<file path="config.mk">
export PLATFORM = sky130hd
export DESIGN_NAME = branch_resolve_unit
export DESIGN_NICKNAME = d
export VERILOG_FILES = /design/src/rtl/branch_resolve_unit.sv
export SDC_FILE = /design/constraint.sdc
export NUM_CORES = 1
export LEC_CHECK = 0
export CAP_MARGIN = 0
export CORE_MARGIN = 1
export CORE_UTILIZATION = 42
export DETAILED_ROUTE_END_ITERATION = 6
export GPL_ROUTABILITY_DRIVEN = 0
export GPL_TIMING_DRIVEN = 0
export PLACE_DENSITY_LB_ADDON = 0.12
export SLEW_MARGIN = 20
export SYNTH_ARGS = -nofsm -noshare
export SYNTH_HDL_FRONTEND = slang
export SYNTH_SLANG_ARGS = --single-unit
</file>
<file path="constraint.sdc">
create_clock -name clk -period 3.2 [get_ports clk]
set_input_delay 0.64 -clock clk [delete_from_list [all_inputs] [get_ports clk]]
set_output_delay 0.64 -clock clk [all_outputs]
set_load 0.005 [all_outputs]
</file>
<file path="src/rtl/branch_resolve_unit.sv">
// branch_resolve_unit: carries fetch-stage branch predictions through F->D->E,
// resolves them against the actual outcome at Execute, raises a same-cycle
// redirect with the restore PC, and emits a registered predictor-update packet.
// Optional performance counters are built when BRU_PERF_CNT_EN is defined.
module branch_resolve_unit #(
  parameter int XLEN          = 32,
  parameter int UPD_ALIGN_LSB = 2
) (
  input  logic            clk,
  input  logic            rst_n,
  input  logic            stall_D,
  input  logic            stall_E,
  input  logic            flush_D,
  input  logic            flush_E,
  input  logic            valid_F,
  input  logic            pred_taken_F,
  input  logic [XLEN-1:0] pred_target_F,
  input  logic [XLEN-1:0] pc_E,
  input  logic [XLEN-1:0] pc4_E,
  input  logic            branch_E,
  input  logic            jump_E,
  input  logic            actual_taken_E,
  input  logic [XLEN-1:0] target_E,
  output logic            redirect,
  output logic [XLEN-1:0] redirect_pc,
  output logic            upd_valid,
  output logic [XLEN-1:0] upd_pc,
  output logic [XLEN-1:0] upd_target,
  output logic            upd_taken,
  output logic            upd_jump,
  output logic            pred_taken_E,
  output logic [31:0]     branch_cnt,
  output logic [31:0]     mispred_cnt
);

  localparam logic [XLEN-1:0] ALIGN_MASK = {XLEN{1'b1}} << UPD_ALIGN_LSB;

  logic            vld_d, taken_d;
  logic [XLEN-1:0] target_d;
  logic            vld_e, taken_e;
  logic [XLEN-1:0] target_e;

  logic            mispredict;
  logic [XLEN-1:0] restore_pc;
  logic            act;
  logic            retire;

  // F->D prediction metadata: a redirect or flush kills it, a stall holds it
  always_ff @(posedge clk or negedge rst_n) begin
    if (!rst_n) begin
      vld_d    <= 1'b0;
      taken_d  <= 1'b0;
      target_d <= '0;
    end else if (redirect || flush_D) begin
      vld_d    <= 1'b0;
      taken_d  <= 1'b0;
    end else if (!stall_D) begin
      vld_d    <= valid_F;
      taken_d  <= pred_taken_F;
      target_d <= pred_target_F;
    end
  end

  // D->E prediction metadata: a redirect kills E even while stalled
  always_ff @(posedge clk or negedge rst_n) begin
    if (!rst_n) begin
      vld_e    <= 1'b0;
      taken_e  <= 1'b0;
      target_e <= '0;
    end else if (redirect || flush_E) begin
      vld_e    <= 1'b0;
      taken_e  <= 1'b0;
    end else if (!stall_E) begin
      vld_e    <= vld_d;
      taken_e  <= taken_d;
      target_e <= target_d;
    end
  end

  // Compare carried prediction with the actual outcome; jump wins over branch
  always_comb begin
    mispredict = 1'b0;
    restore_pc = '0;
    if (jump_E) begin
      mispredict = !taken_e || (target_E != target_e);
      restore_pc = target_E;
    end else if (branch_E) begin
      mispredict = (actual_taken_E != taken_e) ||
                   (actual_taken_E && taken_e && (target_E != target_e));
      restore_pc = actual_taken_E ? target_E : pc4_E;
    end else if (taken_e) begin
      // BTB hit on a non-control-flow instruction: fall through to pc+4
      mispredict = 1'b1;
      restore_pc = pc4_E;
    end else begin
      mispredict = 1'b0;
      restore_pc = '0;
    end
  end

  assign redirect     = vld_e & mispredict;
  assign redirect_pc  = redirect ? restore_pc : '0;
  assign pred_taken_E = vld_e & taken_e;
  assign act          = vld_e & (branch_E | jump_E);
  // An instruction leaves E when it advances or when its own redirect kills it,
  // so a mispredicting branch held by stall_E still trains exactly once.
  assign retire       = act & (!stall_E | redirect);

  // Registered one-cycle update packet; payload holds between pulses
  always_ff @(posedge clk or negedge rst_n) begin
    if (!rst_n) begin
      upd_valid  <= 1'b0;
      upd_pc     <= '0;
      upd_target <= '0;
      upd_taken  <= 1'b0;
      upd_jump   <= 1'b0;
    end else begin
      upd_valid <= retire;
      if (retire) begin
        upd_pc     <= pc_E & ALIGN_MASK;
        upd_target <= target_E & ALIGN_MASK;
        upd_taken  <= actual_taken_E | jump_E;
        upd_jump   <= jump_E;
      end
    end
  end

`ifdef BRU_PERF_CNT_EN
  logic [31:0] branch_cnt_q, mispred_cnt_q;

  // Free-running wrap-around counters of resolved and mispredicted transfers
  always_ff @(posedge clk or negedge rst_n) begin
    if (!rst_n) begin
      branch_cnt_q  <= 32'd0;
      mispred_cnt_q <= 32'd0;
    end else begin
      if (retire)   branch_cnt_q  <= branch_cnt_q + 32'd1;
      if (redirect) mispred_cnt_q <= mispred_cnt_q + 32'd1;
    end
  end

  assign branch_cnt  = branch_cnt_q;
  assign mispred_cnt = mispred_cnt_q;
`else
  assign branch_cnt  = 32'd0;
  assign mispred_cnt = 32'd0;
`endif

endmodule

</file>
==> summary.txt <==
Timing
  – Setup Skew: 0.00653 ns
  – Final hold viol count: 0
  – Slew Limit Fails: 0
  – Tightest slew margin relative to the limit: 0.619
  – Final min period: 3.17 ns
  – WHS: 0.142 ns
  – Tcrit/Tclk final: 0.990
  – Peak Freq: 316 MHz
  – Setup TNS: 0 ns
  – # setup viols final: 0
  – Actual slew at the worst max-slew pin: 0.571 ns

Setup path
  – Worst path bufs/invs: 5
  – Reg2reg setup slack: 0.36 ns
  – CP arrival: 2.53 ns
  – Critical path startpoint category: primary input
  – Critical path's slowest cell: nor4_4
  – CP required: 2.56 ns
  – Crit Path Max Fanout: 4
  – CP delay by family, top: buffers and inverters
  – Worst path cell trace: clkdlybuf4s15_2, xnor2_1, nand4_1, nor4_4, a31o_1, buf_6, buf_12, buf_4, a21oi_1, dlygate4sd2_1
  – Critical setup path kind: in -> out
  – Largest stage delay, worst path: 0.40 ns
  – Critical Path End Type: primary output

Clock network
  – Maximum root-to-sink buffer count: 2
  – Hold buffer count at cts: 0
  – Later-pin clock latency in the skew report: 0.41 ns
  – H-tree Lvls: 4
  – Root Driver: clkbuf_16
  – Worst-path clk slew: 0.06 ns
  – Num CTS Buffers: 17
  – CTS tree: yes
  – CTS Sinks: 131

Flow run
  – Max-cap violations: 0

Layout
  – Area Overhead vs Synth: 57.4%
  – Layout cells sized above 1: 0.330
  – Commonest non-fill, non-tap cell in the layout: clkdlybuf4s50_1
  – # nets final: 1,000
  – Antenna diodes: 0
  – Final Cell Area: 10,400 um2
  – Most frequent cells in the layout: clkdlybuf4s50_1 (164), dfrtp_1 (130), buf_4 (78)

Route
  – Residual DRC: 0
  – Vias/cell: 4.60
  – Via Count: 4,989
  – Final WL: 18,000 um
  – Routed WL per cell: 16.6 um
  – Initial DRC Count: 140
  – Pre-antenna DRT Iters: 4
  – Antenna Violating Nets Remaining: 0

Power
  – NetSw: 1.57 mW
  – Internal: 4.87 mW
  – P_leak: 4.78 nW
  – Peak supply drop: 0.000360 V
  – Pwr/cell area: 620 nW/um2
  – Logic pwr share: 0.282
  – Sw frac: 0.243
  – Clock share of power: 0.346
  – Part of the power in registers: 0.372

Synthesis
  – Synthesized area: 6600 um2
  – Synth Area per Inst: 12.5 um2
  – Post-synthesis cell type count: 36
  – Sequential fraction of the synthesis area: 0.497
  – Number of synthesis warnings: 0
  – Cell count after synthesis: 529
  – Yosys reg bits: 131

GRT
  – Total track usage: 0.224
  – Largest net degree at the start of global routing: 78
  – Total grt overflow: 0
  – Global-route wire length before repair: 27,200 um
  – Initial antenna violation count: 0
  – Vias in the first global route: 5,143

Floorplanning
  – Die width: 127 um
  – Die span in y: 127 um
  – Total die area: 16,200 um2
  – I/O pin cnt: 304
  – Starting density of the core: 0.432
  – Row count: 45
  – Core area: 15,300 um2

Place
  – IO Port Bufs: 231
  – Area after DPL: 9460 um2
  – Post-DP HPWL: 13,400 um

Run status
  – Status: complete, no violations

Hold path
  – Hold crit path type: in -> async
## synth_stat cells, drive strengths merged
cell type | n | area, um2
nand2b | 2 | 12.5
and2 | 1 | 6.26
a41oi | 1 | 8.76
nor2 | 8 | 30.0
nor4 | 1 | 12.5
nor3b | 3 | 45.1
conb | 1 | 3.75
nand4 | 8 | 50.1
buf | 81 | 619
ha | 1 | 12.5
inv | 4 | 15.0
or2 | 1 | 6.26
clkbuf | 15 | 56.3
nand2 | 33 | 124
o21ai | 2 | 10.0
mux2i | 5 | 50.1
o21a | 1 | 7.51
a21boi | 1 | 7.51
and3 | 1 | 6.26
a31o | 1 | 8.76
a21o | 1 | 7.51
o211ai | 1 | 7.51
a21oi | 35 | 175
xnor2 | 32 | 280
nor2b | 1 | 6.26
dfrtp | 131 | 3280
nand3 | 32 | 160
nor3 | 1 | 5.00
mux2 | 124 | 1580
## flip-flops by register name, indices dropped and copies added, names as in the netlist
register and flops:
vld_e 1, upd_pc 30, target_e 32, vld_d 1
upd_valid 1, upd_jump 1, taken_d 1, taken_e 1
upd_target 30, target_d 32, upd_taken 1
## per-stage QoR
stage / setup WS (ns) / total power [mW] / utilization / cells
2_1_floorplan: 0.623 / 3.18 / - / 596
3_3_place_gp: -3.56 / 4.14 / 0.618 / 1038
3_5_place_dp: -0.880 / 4.20 / 0.620 / 1039
4_1_cts: 0.00372 / 6.47 / 0.676 / 1080
5_1_grt: -0.00422 / 6.73 / 0.680 / 1084
6_report: 0.0315 / 6.43 / 0.680 / 1084
## worst paths after layout
check / startpoint / to / cells after the start
worst max-delay path: target_E[29] / redirect_pc[1] / 10
worst min-delay path: rst_n / upd_pc[17]$_DFFE_PN0P_ / 1
worst max register to register: target_e[20]$_DFFE_PN0P_ / target_d[7]$_DFFE_PN0P_ / 9
worst min register to register: target_d[15]$_DFFE_PN0P_ / target_e[15]$_DFFE_PN0P_ / 1
max in group asynchronous: rst_n / upd_target[2]$_DFFE_PN0P_ / 2
min in group clk: target_d[15]$_DFFE_PN0P_ / target_e[15]$_DFFE_PN0P_ / 1
## cells by family after synthesis
| family | after synthesis | synth area share |
|---|---|---|
| adder cells (fa/ha/maj) | 1 | 0.00190 |
| flip-flops | 131 | 0.497 |
| AND/OR/NAND/NOR | 92 | 0.0704 |
| other | 1 | 0.000568 |
| AO/OA/AOI/OAI | 43 | 0.0353 |
| multiplexers | 129 | 0.248 |
| buffers and inverters | 100 | 0.105 |
| XOR/XNOR | 32 | 0.0425 |
## layer usage
layer,global-route usage,wire length (um),vias up
met5,0,0,-
li1,-,-,2339
met4,0.106,417,0
met3,0.0704,1210,36
met1,0.262,7410,2416
met2,0.375,8930,198
## power groups by stage
| stage | clock, mW | sequential [mW] | combinational (mW) |
|---|---|---|---|
| finish | 2.22 | 2.40 | 1.81 |
| global route | 2.34 | 2.46 | 1.94 |
| CTS | 2.26 | 2.40 | 1.82 |
| detailed placement | 0 | 2.41 | 1.79 |
| global placement | 0 | 2.39 | 1.75 |
| floorplan | 0 | 2.39 | 0.785 |
## worst register-to-register path, cell delays in order, from the launching register on
cell and delay, ns:
dfrtp_1 0.41, xnor2_2 0.16, nand4_1 0.26, nor4_4 0.40, a31o_1 0.20, buf_6 0.14
buf_4 0.15, nor3b_4 0.41, buf_6 0.26, mux2_4 0.32
## final cells by class
class                      count  area [um2]
buffer                        95         738
clock buffer                  19         453
clock inverter                13         230
fill                        1176        4880
inverter                       4        15.0
multi-input combinational    365        2980
sequential                   131        3280
tap                          211         264
timing repair buffer         246        2420
## repair_timing
action,in CTS,in global routing
buffers inserted,10,3
setup endpoints to repair,33,9
gates cloned,0,1
gates resized for setup,119,28
pin swaps,17,8
No activity file was read; power rests on OpenSTA's default activity.
